<file path="config.mk">
export PLATFORM = sky130hd
export DESIGN_NAME = hx711_emulator
export DESIGN_NICKNAME = d
export VERILOG_FILES = /design/src/rtl/hx711_pkg.sv /design/src/rtl/hx711_sck_sync.sv /design/src/rtl/hx711_emulator.sv
export SDC_FILE = /design/constraint.sdc
export NUM_CORES = 1
export LEC_CHECK = 0
export BUFFER_PORTS_ARGS = -buffer_cell sky130_fd_sc_hd__buf_2
export CELL_PAD_IN_SITES_DETAIL_PLACEMENT = 1
export CELL_PAD_IN_SITES_GLOBAL_PLACEMENT = 1
export CORE_MARGIN = 5
export CORE_UTILIZATION = 51
export CTS_CLUSTER_DIAMETER = 30
export DETAILED_ROUTE_END_ITERATION = 8
export GPL_ROUTABILITY_DRIVEN = 1
export GPL_TIMING_DRIVEN = 0
export PLACE_DENSITY_LB_ADDON = 0.1
export SLEW_MARGIN = 20
export SYNTH_ARGS = -nofsm -noshare
export SYNTH_HDL_FRONTEND = slang
export SYNTH_SLANG_ARGS = --single-unit
</file>
<file path="constraint.sdc">
create_clock -name clk -period 4.2 [get_ports clk]
set_input_delay 0 -clock clk [delete_from_list [all_inputs] [get_ports clk]]
set_output_delay 0 -clock clk [all_outputs]
set_load 0.02 [all_outputs]
</file>
<file path="src/rtl/hx711_pkg.sv">
// Shared HX711 link definitions for the emulator and the receiver.
// No logic; types, gain encodings and the pulse-count to gain mapping only.
// Not applicable (no handshake).
package hx711_pkg;

    typedef enum logic [2:0] {
        ST_OFF,
        ST_CONV,
        ST_READY,
        ST_SHIFT,
        ST_POST,
        ST_PDOWN
    } hx_state_t;

    localparam logic [1:0] GAIN_A128 = 2'b00;
    localparam logic [1:0] GAIN_B32  = 2'b01;
    localparam logic [1:0] GAIN_A64  = 2'b10;

    localparam int DATA_BITS  = 24;
    localparam int MAX_PULSES = 27;

    function automatic logic [1:0] gain_from_pulses(input logic [4:0] n);
        case (n)
            5'd26:   return GAIN_B32;
            5'd27:   return GAIN_A64;
            default: return GAIN_A128;
        endcase
    endfunction

endpackage

</file>
<file path="src/rtl/hx711_sck_sync.sv">
// PD_SCK synchronizer: 2 flops plus a history flop for edge detection.
// Latency: level/rise/fall valid 2 clk after the pin edge.
// No backpressure; free-running sampler.
module hx711_sck_sync (
    input  logic clk,
    input  logic rst,
    input  logic i_sck,
    output logic o_level,
    output logic o_rise,
    output logic o_fall
);

    logic r_meta;
    logic r_sync;
    logic r_hist;

    always_ff @(posedge clk or negedge rst) begin
        if (!rst) begin
            r_meta <= 1'b0;
            r_sync <= 1'b0;
            r_hist <= 1'b0;
        end else begin
            r_meta <= i_sck;
            r_sync <= r_meta;
            r_hist <= r_sync;
        end
    end

    assign o_level = r_sync;
    assign o_rise  = r_sync & ~r_hist;
    assign o_fall  = ~r_sync & r_hist;

endmodule

</file>
<file path="src/rtl/hx711_emulator.sv">
// HX711 responder: ready on DOUT, 24-bit MSB-first shift, gain decode, power-down.
// Latency: DOUT moves 3 clk after a PD_SCK pin rise; HX711_EMU_FRAME_CHECK_EN adds frame_err.
// No backpressure; the receiver paces the frame through PD_SCK.
module hx711_emulator
    import hx711_pkg::*;
#(
    parameter int CONV_CYCLES = 500,
    parameter int PD_CYCLES   = 3000,
    parameter int POST_CYCLES = 100
) (
    input  logic        clk,
    input  logic        rst,
    input  logic        en,
    input  logic        PD_SCK,
    input  logic [23:0] data_in,
    input  logic        data_load,
    output logic        DOUT,
    output logic [1:0]  gain,
    output logic        powered_down,
    output logic        frame_done
`ifdef HX711_EMU_FRAME_CHECK_EN
    ,
    output logic        frame_err
`endif
);

    localparam int CNT_MAX = (CONV_CYCLES > POST_CYCLES) ? CONV_CYCLES : POST_CYCLES;
    localparam int CW      = $clog2(CNT_MAX + 1);
    localparam int HW      = $clog2(PD_CYCLES + 1);

    logic w_lvl, w_rise, w_fall;

    hx711_sck_sync u_sync (
        .clk     (clk),
        .rst     (rst),
        .i_sck   (PD_SCK),
        .o_level (w_lvl),
        .o_rise  (w_rise),
        .o_fall  (w_fall)
    );

    hx_state_t              r_state, w_nstate;
    logic [CW-1:0]          r_cnt, w_ncnt;
    logic [HW-1:0]          r_hi;
    logic [4:0]             r_pulses, w_npulses;
    logic [DATA_BITS-1:0]   r_sr, w_nsr;
    logic [DATA_BITS-1:0]   r_shadow;
    logic                   r_dout, w_ndout;
    logic [1:0]             r_gain, w_ngain;
    logic                   r_done, w_ndone;
    logic                   w_pd_hit;

    // r_hi counts earlier consecutive high samples; the current high sample makes PD_CYCLES.
    assign w_pd_hit = w_lvl && (r_hi == HW'(PD_CYCLES - 1));

    always_ff @(posedge clk or negedge rst) begin
        if (!rst) begin
            r_state  <= ST_CONV;
            r_cnt    <= '0;
            r_hi     <= '0;
            r_pulses <= '0;
            r_sr     <= '0;
            r_shadow <= '0;
            r_dout   <= 1'b1;
            r_gain   <= GAIN_A128;
            r_done   <= 1'b0;
        end else begin
            r_state  <= w_nstate;
            r_cnt    <= w_ncnt;
            r_pulses <= w_npulses;
            r_sr     <= w_nsr;
            r_dout   <= w_ndout;
            r_gain   <= w_ngain;
            r_done   <= w_ndone;
            if (!w_lvl)
                r_hi <= '0;
            else if (r_hi != HW'(PD_CYCLES - 1))
                r_hi <= r_hi + 1'b1;
            if (data_load)
                r_shadow <= data_in;
        end
    end

    always_comb begin
        w_nstate  = r_state;
        w_ncnt    = r_cnt;
        w_npulses = r_pulses;
        w_nsr     = r_sr;
        w_ndout   = r_dout;
        w_ngain   = r_gain;
        w_ndone   = 1'b0;
        case (r_state)
            ST_OFF: begin
                w_nstate = ST_CONV;
                w_ncnt   = '0;
                w_ndout  = 1'b1;
            end
            ST_CONV: begin
                w_ndout = 1'b1;
                if (r_cnt == CW'(CONV_CYCLES - 1)) begin
                    w_nsr    = data_load ? data_in : r_shadow;
                    w_nstate = ST_READY;
                    w_ndout  = 1'b0;
                    w_ncnt   = '0;
                end else begin
                    w_ncnt = r_cnt + 1'b1;
                end
            end
            ST_READY: begin
                w_ndout = 1'b0;
                if (w_rise) begin
                    w_ndout   = r_sr[DATA_BITS-1];
                    w_nsr     = {r_sr[DATA_BITS-2:0], 1'b0};
                    w_npulses = 5'd1;
                    w_nstate  = ST_SHIFT;
                end
            end
            ST_SHIFT: begin
                if (w_rise) begin
                    if (r_pulses == 5'(DATA_BITS)) begin
                        w_ndout   = 1'b1;
                        w_npulses = r_pulses + 1'b1;
                        w_nstate  = ST_POST;
                        w_ncnt    = '0;
                    end else begin
                        w_ndout   = r_sr[DATA_BITS-1];
                        w_nsr     = {r_sr[DATA_BITS-2:0], 1'b0};
                        w_npulses = r_pulses + 1'b1;
                    end
                end
            end
            ST_POST: begin
                w_ndout = 1'b1;
                if (w_rise) begin
                    w_ncnt = '0;
                    if (r_pulses != 5'(MAX_PULSES))
                        w_npulses = r_pulses + 1'b1;
                end else if ((w_fall && r_pulses == 5'(MAX_PULSES)) ||
                             (!w_lvl && r_cnt == CW'(POST_CYCLES - 1))) begin
                    w_ngain  = gain_from_pulses(r_pulses);
                    w_ndone  = 1'b1;
                    w_nstate = ST_CONV;
                    w_ncnt   = '0;
                end else if (w_lvl) begin
                    w_ncnt = '0;
                end else begin
                    w_ncnt = r_cnt + 1'b1;
                end
            end
            ST_PDOWN: begin
                w_ndout = 1'b1;
                if (!w_lvl) begin
                    w_nstate = ST_CONV;
                    w_ncnt   = '0;
                end
            end
            default: w_nstate = ST_CONV;
        endcase
        // Power-down and supply loss override whatever the frame logic decided.
        if (w_pd_hit && (r_state inside {ST_CONV, ST_READY, ST_SHIFT, ST_POST})) begin
            w_nstate  = ST_PDOWN;
            w_ndout   = 1'b1;
            w_ngain   = GAIN_A128;
            w_ncnt    = '0;
            w_npulses = '0;
            w_ndone   = 1'b0;
        end
        if (!en) begin
            w_nstate  = ST_OFF;
            w_ndout   = 1'b1;
            w_ngain   = GAIN_A128;
            w_ncnt    = '0;
            w_npulses = '0;
            w_ndone   = 1'b0;
        end
    end

    assign DOUT         = r_dout;
    assign gain         = r_gain;
    assign frame_done   = r_done;
    assign powered_down = (r_state == ST_OFF) || (r_state == ST_PDOWN);

`ifdef HX711_EMU_FRAME_CHECK_EN
    logic r_err;
    logic r_arm;
    logic w_close_tmo;

    assign w_close_tmo = en && (r_state == ST_POST) && !w_rise && !w_lvl && !w_pd_hit &&
                         (r_cnt == CW'(POST_CYCLES - 1)) && (r_pulses != 5'(MAX_PULSES));

    // r_arm covers the window after a timeout close in which a long high means the
    // receiver meant a power-down but left the frame short.
    always_ff @(posedge clk or negedge rst) begin
        if (!rst) begin
            r_err <= 1'b0;
            r_arm <= 1'b0;
        end else begin
            if (w_close_tmo)
                r_arm <= 1'b1;
            else if (w_nstate != ST_CONV)
                r_arm <= 1'b0;
            if ((w_rise && (r_state == ST_CONV || r_state == ST_PDOWN)) ||
                (r_arm && w_lvl && r_hi >= HW'(PD_CYCLES / 2 - 1)))
                r_err <= 1'b1;
        end
    end

    assign frame_err = r_err;
`endif

endmodule
</file>
* After elaboration in Yosys (flattened, before gate mapping) *
Index checks and enable logic that the tools add are counted.
W data, S select, Z words.

cells by class
  reductions and logical operators = 17
  multiplexer cells = 53
  bitwise operators = 4
  add/subtract/negate cells = 3
  eq/ne operators = 33

operator list
  cell                     count
  $mux W24                 5
  $mux W9                  9
  $pmux W24 S3             1
  $pmux W9 S5              1
  $mux W5                  6
  $mux W3                  9
  $mux W12                 2
  $ne A4 B3 Y1 const B     4
  $eq A5 B5 Y1 const B     3
  $pmux W3 S5              1
  $pmux W5 S3              1
  $add A12 B1 Y12 const B  1
  $eq A12 B12 Y1 const B   1
  $ne A12 B12 Y1 const B   1
  $ne A4 B2 Y1 const B     3
  $mux W1                  11
  $mux W2                  5
  $reduce_and A5 Y1        2
  $add A9 B1 Y9 const B    1
  $eq A9 B7 Y1 const B     1
  $eq A9 B9 Y1 const B     1
  $ne A4 B4 Y1 const B     2
  $ne A7 B1 Y1 const B     1
  $reduce_and A7 Y1        1
  other kinds (25)         37

word-level totals
  bits of input ports = 29
  bits in registers = 84

* Logic depth before layout (Yosys ltp) *
Gate-level depths: netlist (run 1).

  depth after elaboration = 9
  gate-level depth with buffers = 9
  gate-level depth less buffers = 7

* Modules after synthesis *
Synthesis (run 1) repeated with hierarchy kept, for this count alone.

unflattened totals
  cell total of the unflattened synthesis = 395
  area, all modules = 4292.9 µm²

modules (own cells, without submodules)
  module          instances  area an instance (µm²)  cells each  seq. area each (µm²)
  hx711_emulator  1          4202.8                  390         2029.4
  hx711_sck_sync  1          90.1                    5           75.1

* Least setup slack after synthesis (run 1) *
OpenSTA, ideal clock, no wires.

  path type = reg-to-reg
  start = register r_pulses[0]
  end = register r_state[0]
  slack = 2.140 ns
  cell stages (with the launch flop) = 7
  period minus slack after synthesis = 2.060 ns
  arrival = 1.978 ns
  required time = 4.118 ns
  path through = dfrtp_1 ha_1 and4b_4 a22oi_2 o2111a_1 or4_4 mux2_4

between the ends
  cells in the longest elaborated chain, start to end = 5
  elaborated cells between the ends (all ways) = 7

RTL lines
  what                                  RTL line               RTL
  start: declaration                    hx711_emulator.sv:45   logic [4:0] r_pulses, w_npulses;
  start signal: assignment              hx711_emulator.sv:70   r_pulses <= w_npulses;
  $eq A5 B5 Y1                          hx711_emulator.sv:138  end else if ((w_fall && r_pulses == 5'(MAX_PULSES)) ||
  $logic_and A1 B1 Y1                   hx711_emulator.sv:138
  $logic_or A1 B1 Y1                    hx711_emulator.sv:138
  $ne A4 B3 Y1 (no source line)         --
  $reduce_and A7 Y1 (no source line) *  --
  end signal: assignment                hx711_emulator.sv:68   r_state <= w_nstate;
  end: declaration                      hx711_emulator.sv:42   hx_state_t r_state, w_nstate;

Every way passes the cells marked *; elsewhere a longest branch is shown, timed or not.
A chain may end at the register's enable or synchronous reset.

* Final worst setup path (run 1) *
  start = register r_state[0]
  end = register r_sr[14]

between the ends
  cells in the longest elaborated chain, start to end = 3
  elaborated cells between the ends (all ways) = 10

RTL lines
  what                                                   RTL line              RTL
  $eq A3 B2 Y1 or $eq A3 B1 Y1 (tied branches)           hx711_emulator.sv:92  case (r_state)
  $ne A2 B1 Y1 (no source line) (tied with other cells)  --
  $reduce_and A5 Y1 (no source line)                     --
  end signal: assignment                                 hx711_emulator.sv:71  r_sr <= w_nsr;
  end: declaration                                       hx711_emulator.sv:46  logic [DATA_BITS-1:0] r_sr, w_nsr;

Parallel ways exist; a longest one is shown, timed or not.

==> results of run 1 <==
metal layers:
layer	vias up	wire, um	track usage [%]	part of all wire [%]
met3	15	370	4.45	3.5
met4	0	173	5.28	1.6
met2	52	5530	40.0	52
met5	-	0	0	0
met1	1619	4590	28.0	43
li1	1523	-	-	-
cell families after synthesis:
logic type,Yosys count
multiplexers,54
AO/OA/AOI/OAI,73
buffers and inverters,40
AND/OR/NAND/NOR,125
XOR/XNOR,10
adder cells (fa/ha/maj),5
flip-flops,84
critical path: cells and delay by family (launching register included):
family	cells	cell delay, ns
simple gates	1	0.11
compound gates	3	0.46
flops	1	0.57
buf+inv	3	1.15
placed cells by master (no fill, tap or decap), types with 15 or more instances in the layout:
cell type and count:
o21ai_0 36, clkbuf_1 15, nand3_1 16, mux2i_1 28, nand2_1 39, nor2_1 16
dfrtp_1 82, mux2_2 25, dlygate4sd3_1 26, buf_2 35, inv_1 19
cells in the mapped netlist, types with 3 or more instances:
cell,count
dfrtp_1,82
nor2b_1,5
xnor2_1,9
inv_1,19
nor2_1,16
o21ai_0,36
o221ai_1,6
mux2i_1,28
buf_2,4
and2_1,8
ha_1,5
nand3_1,16
a21oi_1,9
mux2_2,25
o21ai_1,4
nand2_1,39
nor3_1,8
clkbuf_1,15
and4_1,3
o211ai_1,3
nand4_1,8
power breakdown:
part | total (mW) | switching (mW) | internal, mW | leakage [nW]
Combinational | 0.174 | 0.0950 | 0.0794 | 1.02
Sequential | 0.854 | 0.0142 | 0.840 | 0.974
Clock | 0.559 | 0.335 | 0.225 | 0.0921
Total | 1.59 | 0.444 | 1.14 | 2.08
sequential cells by signal, summed over array words and instances (netlist names):
signal / flops
r_pulses: 5
r_shadow: 24
frame_done: 1
u_sync.r_hist: 1
r_sr: 24
r_cnt: 9
gain: 2
r_hi: 12
u_sync.r_meta: 1
u_sync.o_level: 1
DOUT: 1
r_state: 3
worst min-delay path by stage:
stage                              endpoint  slack, ns  cells past startpoint
detailed placement   r_shadow[10]$_DFF_PN0_       0.02                      1
CTS                    frame_done$_DFF_PN0_       0.08                      3
global placement    u_sync.r_meta$_DFF_PN0_       0.11                      1
global route           frame_done$_DFF_PN0_       0.10                      3
floorplan              frame_done$_DFF_PN0_      -0.30                      0
finish                 frame_done$_DFF_PN0_       0.11                      3
cell type report:
class | instances | area share, %
sequential | 84 | 43.1
multi-input combinational | 267 | 38.3
timing repair buffer | 59 | 9.07
tap | 102 | 2.61
clock buffer | 9 | 2.54
buffer | 21 | 1.72
inverter | 19 | 1.46
clock inverter | 7 | 1.20
stage by stage:
step / instance area (um^2) / total power [mW] / cells
final: 4880 / 1.59 / 568
after global routing: 4880 / 1.65 / 568
after CTS: 4880 / 1.59 / 568
after detailed placement: 4440 / 1.02 / 526
after global placement: 4420 / 1.01 / 525
after floorplan: 4130 / 0.957 / 391
==> impl_metrics.yaml, run 1 <==
run_status:
  outcome: "completed"
timing:
  clock.fmax_mhz: 416
  worst_slew_pin_slew_ns: 0.763
  setup_tns_ns: 0
  grt_setup_unrepaired: "no"
  period_share_pct: 57.2
  timing.slew.headroom_pct: 49.1
  setup_slack_ns: 1.80
  period_needed_ns: 2.40
  setup_violations: 0
  whs_ns: 0.106
  slew_viol_final: 0
  hold_viol: 0
  finClkSkew_ns: 0.0169
yosys:
  synth_compound_area_share_pct: 10.9
  synth_flop_cell: "dfrtp_1"
  syn_area_um2: 4130
  synth-seq-cells: 84
  synth_top_cell_area_share_pct: 49.7
  synth_top_family_by_area: "simple AND/OR/NAND/NOR gates"
  syn_area_per_cell_um2: 10.6
  synthXorXnorAreaFrac_pct: 2.12
  synthCells: 391
  synth_area_leaders: "dfrtp_1 50%, mux2_2 6.8%, mux2i_1 6.8%"
  synth.distinct_cells: 52
  seq_area_frac_synth_pct: 50.9
  synth_fa_ha_area_share_pct: 1.51
  yosysTopAreaCell: "dfrtp_1"
  synth_warnings: 0
  async_flop_share_pct: 100
  syn-num-nets: 425
  synthMuxAreaShare_pct: 14.0
  synth-edff-count: 0
  yosys.area_share.simple_pct: 16.8
worst_setup_path:
  r2r-start: "r_state[0]$_DFFE_PN1P_"
  crit_start: "r_state[0]$_DFFE_PN1P_"
  slowest_delay_ns: 0.57
  start_kind: "register"
  reg2regPathDepth: 7
  r2r_end: "r_sr[14]$_DFFE_PN0P_"
  worstSetupEndpoint: "r_sr[14]$_DFFE_PN0P_"
  crit_chain: "buf_1 > a211oi_1 > o21ai_1 > clkbuf_1 > clkbuf_1 > nand2_1 > o21ai_0"
  worstPathMaxFanout: 10
  crit_type: "register to register"
  reg2reg_setup_slack_ns: 1.80
  path_common_cell: "clkbuf_1"
  worst_ep_required_time_ns: 4.45
  cp.arrival_ns: 2.65
  endpoint_kind: "register"
  crit_path_top_delay_cell: "dfstp_2"
clocking:
  clk_pin_slew_worst_paths_ns: 0.10
  cts_root_buffer: "clkbuf_8"
  cts_hold_buf: 26
  cts_tree: "done"
  htreeDepth: 3
  cts_buffers: 9
  cts_buffer_depth: 2
  cts.repair.resized: 0
  cts_setup_buffers: 0
  insertion_delay_ns: 0.37
  cts.sinks: 84
finish:
  final_core_util_pct: 62.6
  fillers: 851
  final_nets: 495
  seqCellArea_um2: 2100
  layout-drive-gt1-share_pct: 19.3
  synthToLayoutAreaGrowth_pct: 18.2
  diodes: 0
  multiInputGateArea_um2: 1870
route:
  via_per_inst: 5.65
  drt_pass1_iterations: 4
  drt_iter0_drc: 117
  ant_nets: 0
  routed_wl_mm: 10.7
  drc: 0
  wl_per_cell_um: 18.8
  routed-via-count: 3209
global_route:
  grt_pass1_wl_mm: 17.9
  grt_max_degree: 45
  antenna_found_initial: 0
  track_usage_pct: 22.4
  grt_pass1_vias: 3599
  grt_overflow: 0
pwr:
  p_per_area_nw_per_um2: 325
  p_leak_nw: 2.08
  ir_worst_vdd_uv: 185
placed_design:
  pre_cts_ws_ns: 1.96
  hpwl_mm: 6.67
  gp_congestion: 0.870
  io_buffers: 32
min_path:
  hp-start: "en"
  hp-class: "primary input to register"
floorplan:
  initial_core_util_pct: 52.9
  die-height_um: 100
  dieWidth_um: 100
  die-area_um2: 10000
  fp.coreArea_um2: 7810
  rows: 32
  ios: 34
job:
  drv_cap: 0
Power figures use the tool's default switching activity.
==> run 2, diff against run 1 <==
- ABC_AREA: not set -> 1
- CORE_UTILIZATION: 51 -> 41
- clock period: 4.2 -> 2.2 ns (I/O delays scaled with it)
==> impl_metrics.yaml, run 2 <==
timing:
  slew_viol_final: 0
  setup_slack_ns: 0.227
  hold_viol: 0
  period_needed_ns: 1.97
  finClkSkew_ns: 0.0154
  whs_ns: 0.0217
  period_share_pct: 89.7
  setup_tns_ns: 0
  clock.fmax_mhz: 507
  worst_slew_pin_slew_ns: 0.543
  setup_violations: 0
  timing.slew.headroom_pct: 63.8
finish:
  layout-drive-gt1-share_pct: 18.9
  synthToLayoutAreaGrowth_pct: 18.8
  final_nets: 657
  instances_no_fill: 768
  final_common_cell: "nand2_1"
  layout_common_cells: "175 x nand2_1, 82 x dfrtp_1, 53 x inv_1, 41 x nand3_1, 35 x buf_2"
  final_core_util_pct: 49.8
  top_regs: "r_shadow x24, r_sr x24, r_hi x12"
  diodes: 0
  design_area_um2: 5400
worst_setup_path:
  reg2reg_setup_slack_ns: 0.23
  r2r_end: "r_cnt[7]$_DFFE_PN0P_"
  r2r-start: "r_hi[1]$_DFFE_PN0P_"
  crit_start: "r_hi[1]$_DFFE_PN0P_"
  worstSetupEndpoint: "r_cnt[7]$_DFFE_PN0P_"
  crit_type: "register to register"
  critPathBufInv: 1
  reg2regPathDepth: 11
  start_kind: "register"
  crit_path_top_delay_cell: "dfrtp_1"
  endpoint_kind: "register"
  cp_num_cells: 11
  cp.arrival_ns: 2.23
  cp_top_family: "simple AND/OR/NAND/NOR gates"
  worst_ep_required_time_ns: 2.46
  crit_chain: "ha_1 > nand2_1 > nor2_2 > nand2_1 > nor2_4 > nand3_4 > buf_6 > nand3_4 > nand3_4 > nand2_1 > nand2_1"
  worstPathMaxFanout: 10
  slowest_delay_ns: 0.41
  path_common_cell: "nand2_1"
floorplan:
  ios: 34
  die-area_um2: 13300
  dieWidth_um: 115
  rows: 38
  initial_core_util_pct: 42.0
  fp.coreArea_um2: 10800
  die-height_um: 115
placed_design:
  io_buffers: 32
  hpwl_mm: 7.90
  dpl-instance-area_um2: 4910
  dpl.cell_count: 724
  pre_cts_ws_ns: 0.217
  gp_congestion: 0.810
pwr:
  p_per_area_nw_per_um2: 914
  p_leak_nw: 2.62
  report.power.total_mw: 4.94
  ir_worst_vdd_uv: 415
clocking:
  htreeDepth: 3
  cts_buffer_depth: 2
  clk_pin_slew_worst_paths_ns: 0.09
  cts_root_buffer: "clkbuf_8"
  cts.sinks: 84
  insertion_delay_ns: 0.36
  cts_buffers: 9
  cts_tree: "done"
job:
  drv_cap: 0
run_status:
  outcome: "completed"
yosys:
  synth_area_leaders: "dfrtp_1 45%, nand2_1 14%, o211ai_2 5.0%"
  synth-seq-cells: 84
  synth_warnings: 0
  syn_area_per_cell_um2: 8.26
  synth_flop_cell: "dfrtp_1"
  async_flop_share_pct: 100
  synth.most_common_cell: "nand2_1"
  synth_top_cell_area_share_pct: 45.1
  synthTopCellsByCount: "175 x nand2_1, 82 x dfrtp_1, 53 x inv_1"
  syn_area_um2: 4550
  syn-num-nets: 585
  synth-edff-count: 0
  synth.distinct_cells: 40
  yosysTopAreaCell: "dfrtp_1"
  synthCells: 551
  seq_area_frac_synth_pct: 46.3
route:
  drt_pass1_iterations: 5
  wl_per_cell_um: 14.5
  routed-via-count: 3788
  routed_wl_mm: 11.1
  ant_nets: 0
  via_per_inst: 4.93
  drc: 0
  drt_iter0_drc: 114
global_route:
  grt_pass1_wl_mm: 19.4
  grt_max_degree: 48
  grt_overflow: 0
  antenna_found_initial: 0
  grt_pass1_vias: 4005
  track_usage_pct: 18.1
min_path:
  hp-class: "primary input to register"
run 2: changes by cell type in the layout (fill, tap and decap cells not counted), sizes merged, moves of 25 or more:
cell   delta
nand3    +32
inv      +37
mux2i    -28
nor2     +25
mux2     -26
nand2   +148
run 2: worst min-delay path by stage:
stage / slack (ns) / to / startpoint / cells after the start
after floorplan: -0.30 / frame_done$_DFF_PN0_ / rst / 0
after global placement: 0.11 / u_sync.r_meta$_DFF_PN0_ / PD_SCK / 1
after detailed placement: 0.01 / r_shadow[8]$_DFF_PN0_ / rst / 1
after CTS: 0.004 / gain[0]$_DFFE_PN0P_ / en / 3
after global routing: 0.08 / r_shadow[22]$_DFF_PN0_ / data_load / 3
final: 0.02 / r_shadow[3]$_DFF_PN0_ / data_load / 3
run 2: layout make-up:
| type | instances | area (um^2) |
|---|---|---|
| multi-input combinational | 387 | 2090 |
| inverter | 61 | 246 |
| timing repair buffer | 61 | 468 |
| fill | 1338 | 5440 |
| sequential | 84 | 2100 |
| clock inverter | 5 | 60.1 |
| buffer | 19 | 121 |
| tap | 140 | 175 |
| clock buffer | 11 | 141 |
run 2: repair_timing:
item / CTS / global route
resized for setup: 0 / 1
endpoints found under the hold margin: 62 / 1
setup buffers: 0 / 1
endpoints found under the setup margin: 0 / 4
hold buffers: 26 / 1
run 2: power by group:
| part | leakage (nW) | switching (mW) | internal [mW] | total, mW |
|---|---|---|---|---|
| registers | 1.07 | 0.137 | 1.86 | 2.00 |
| clock network | 0.0999 | 0.593 | 0.561 | 1.15 |
| logic | 1.45 | 1.14 | 0.643 | 1.79 |
run 2: layer usage:
layer  GRT usage (%)  wire (um)  part of all wire (%)
met1            24.0       5330                    48
met2            30.5       5360                    48
met3            3.11        277                   2.5
met4            5.09        155                   1.4
met5               0          0                     0
run 2: worst min-delay path, stage by stage:
cell	delay [ns]
clkbuf_1	0.15
nand2_1	0.10
nand2_1	0.08
run 2: kinds of logic (layout without fill, tap and decap cells):
kind of cell	count (synthesis)	in the layout	synth area share (%)
and+or+nand+nor	293	293	29.4
xor gates and xnor gates	9	9	1.73
DFF	84	84	46.3
buffers and inverters	80	157	8.09
adders and majority gates	5	5	1.38
AOI/OAI and AO/OA	80	80	13.1
==> run 3, diff against run 2 <==
- CELL_PAD_IN_SITES_DETAIL_PLACEMENT: 1 -> not set
- CELL_PAD_IN_SITES_GLOBAL_PLACEMENT: 1 -> not set
- CORE_UTILIZATION: 41 -> 54
- PLACE_DENSITY: not set -> 0.76
- PLACE_DENSITY_LB_ADDON: 0.1 -> not set
==> impl_metrics.yaml, run 3 (same netlist as run 2, synthesis figures left out) <==
run_status:
  outcome: "completed"
floorplan:
  initial_core_util_pct: 55.4
  die-height_um: 102
  dieWidth_um: 102
  die-area_um2: 10400
  rows: 33
  fp.coreArea_um2: 8220
  ios: 34
job:
  drv_cap: 0
clocking:
  cts.sinks: 84
  clk_pin_slew_worst_paths_ns: 0.09
  cts_tree: "done"
  htreeDepth: 3
  cts_buffers: 9
  cts_buffer_depth: 2
  cts.repair.resized: 0
  insertion_delay_ns: 0.36
  cts_setup_buffers: 0
  cts_root_buffer: "clkbuf_8"
worst_setup_path:
  cp.arrival_ns: 2.18
  reg2reg_setup_slack_ns: 0.28
  r2r-start: "r_hi[1]$_DFFE_PN0P_"
  path_common_cell: "nand2_1"
  worst_ep_required_time_ns: 2.46
  crit_path_top_delay_cell: "dfrtp_1"
  crit_start: "r_hi[1]$_DFFE_PN0P_"
  slowest_delay_ns: 0.41
  crit_chain: "ha_1 > nand2_1 > nor2_2 > nand2_1 > nor2_4 > nand3_4 > nand2_4 > inv_2 > nand2_2 > nand3_4 > nand2_1 > nand2_1"
  crit_type: "register to register"
  cp_top_family: "simple AND/OR/NAND/NOR gates"
  endpoint_kind: "register"
  worstPathMaxFanout: 9
  start_kind: "register"
  r2r_end: "r_cnt[2]$_DFFE_PN0P_"
  reg2regPathDepth: 12
  critPathBufInv: 1
timing:
  worst_slew_pin_slew_ns: 0.534
  timing.slew.headroom_pct: 64.4
  slew_viol_final: 0
  finClkSkew_ns: 0.00852
  setup_tns_ns: 0
  setup_violations: 0
  hold_viol: 0
  grt_setup_unrepaired: "no"
  period_share_pct: 87.4
  period_needed_ns: 1.92
  clock.fmax_mhz: 520
finish:
  fillers: 669
  top_regs: "r_shadow x24, r_sr x24, r_hi x12"
  design_area_um2: 5340
  final_core_util_pct: 65.0
  final_common_cell: "nand2_1"
  final_nets: 656
  diodes: 0
  layout-drive-gt1-share_pct: 18.8
  layout_common_cells: "175 x nand2_1, 82 x dfrtp_1, 53 x inv_1, 41 x nand3_1, 35 x buf_2"
  synthToLayoutAreaGrowth_pct: 17.4
route:
  drt_pass1_iterations: 4
  drt_iter0_drc: 206
  via_per_inst: 5.17
  routed_wl_mm: 9.80
  drc: 0
  routed-via-count: 3782
  wl_per_cell_um: 13.4
  ant_nets: 0
global_route:
  grt_overflow: 0
  track_usage_pct: 20.2
  grt_max_degree: 57
  grt_pass1_vias: 3685
  antenna_found_initial: 0
  grt_pass1_wl_mm: 16.6
placed_design:
  hpwl_mm: 6.74
  dpl-instance-area_um2: 4870
  io_buffers: 32
  gp_congestion: 0.907
min_path:
  hp-class: "primary input to register"
  hp-start: "data_load"
  whs_endpoint: "r_shadow[5]$_DFF_PN0_"
  hold-path-cell-count: 3
pwr:
  ir_worst_vdd_uv: 575
  p_leak_nw: 2.62
  report.power.total_mw: 4.91
  p_per_area_nw_per_um2: 919
==> run 3: worst min-delay path, delay by kind of cell <==
family,cells,cell delay (ns)
buffers and inverters,1,0.17
and+or+nand+nor,2,0.17
==> run 3: timing repair <==
item / in CTS / in global routing
setup endpoints to repair: 0 / 0
hold buffers: 27 / 0
endpoints found under the hold margin: 108 / 0
==> run 3: metal layers <==
metal	share of wire, %	vias up	global-route usage (%)
li1	-	1927	-
met1	47	1769	26.3
met2	48	73	34.2
met3	4.1	13	3.37
met4	1.3	0	6.75
met5	0	-	0
==> run 3: metrics by stage <==
stage	setup WS (ns)	std cells	hold WS (ns)
2_1_floorplan	0.567	551	-0.296
6_report	0.277	732	0.0273
3_3_place_gp	0.339	688	0.107
3_5_place_dp	0.258	689	-0.0466
5_1_grt	0.0432	732	0.0861
4_1_cts	0.253	732	0.0288
==> run 3: how the worst max path moves through the flow <==
| stage | to | depth (start not counted) |
|---|---|---|
| after floorplan | r_cnt[8]$_DFFE_PN0P_ | 11 |
| after global placement | r_cnt[7]$_DFFE_PN0P_ | 12 |
| after detailed placement | r_cnt[7]$_DFFE_PN0P_ | 12 |
| after CTS | r_cnt[7]$_DFFE_PN0P_ | 12 |
| after global routing | gain[0]$_DFFE_PN0P_ | 9 |
| final | r_cnt[2]$_DFFE_PN0P_ | 12 |
==> run 3: layout make-up <==
type                    count  area (um^2)  area share (%)
flip-flops and latches     84         2100            39.4
plain buffers              19          121            2.27
well taps                 105          131            2.46
clock inverters             5         60.1            1.12
clock buffers              11          141            2.65
repair buffers             60          460            8.62
multi-input cells         387         2080            38.9
inverters                  61          246            4.61
==> run 3: power by group <==
| part | internal (mW) | total [mW] | leakage [nW] | switching (mW) |
|---|---|---|---|---|
| Sequential | 1.86 | 2.00 | 1.07 | 0.139 |
| Combinational | 0.638 | 1.77 | 1.44 | 1.14 |
| Clock | 0.560 | 1.14 | 0.0999 | 0.579 |
| Total | 3.06 | 4.91 | 2.62 | 1.85 |
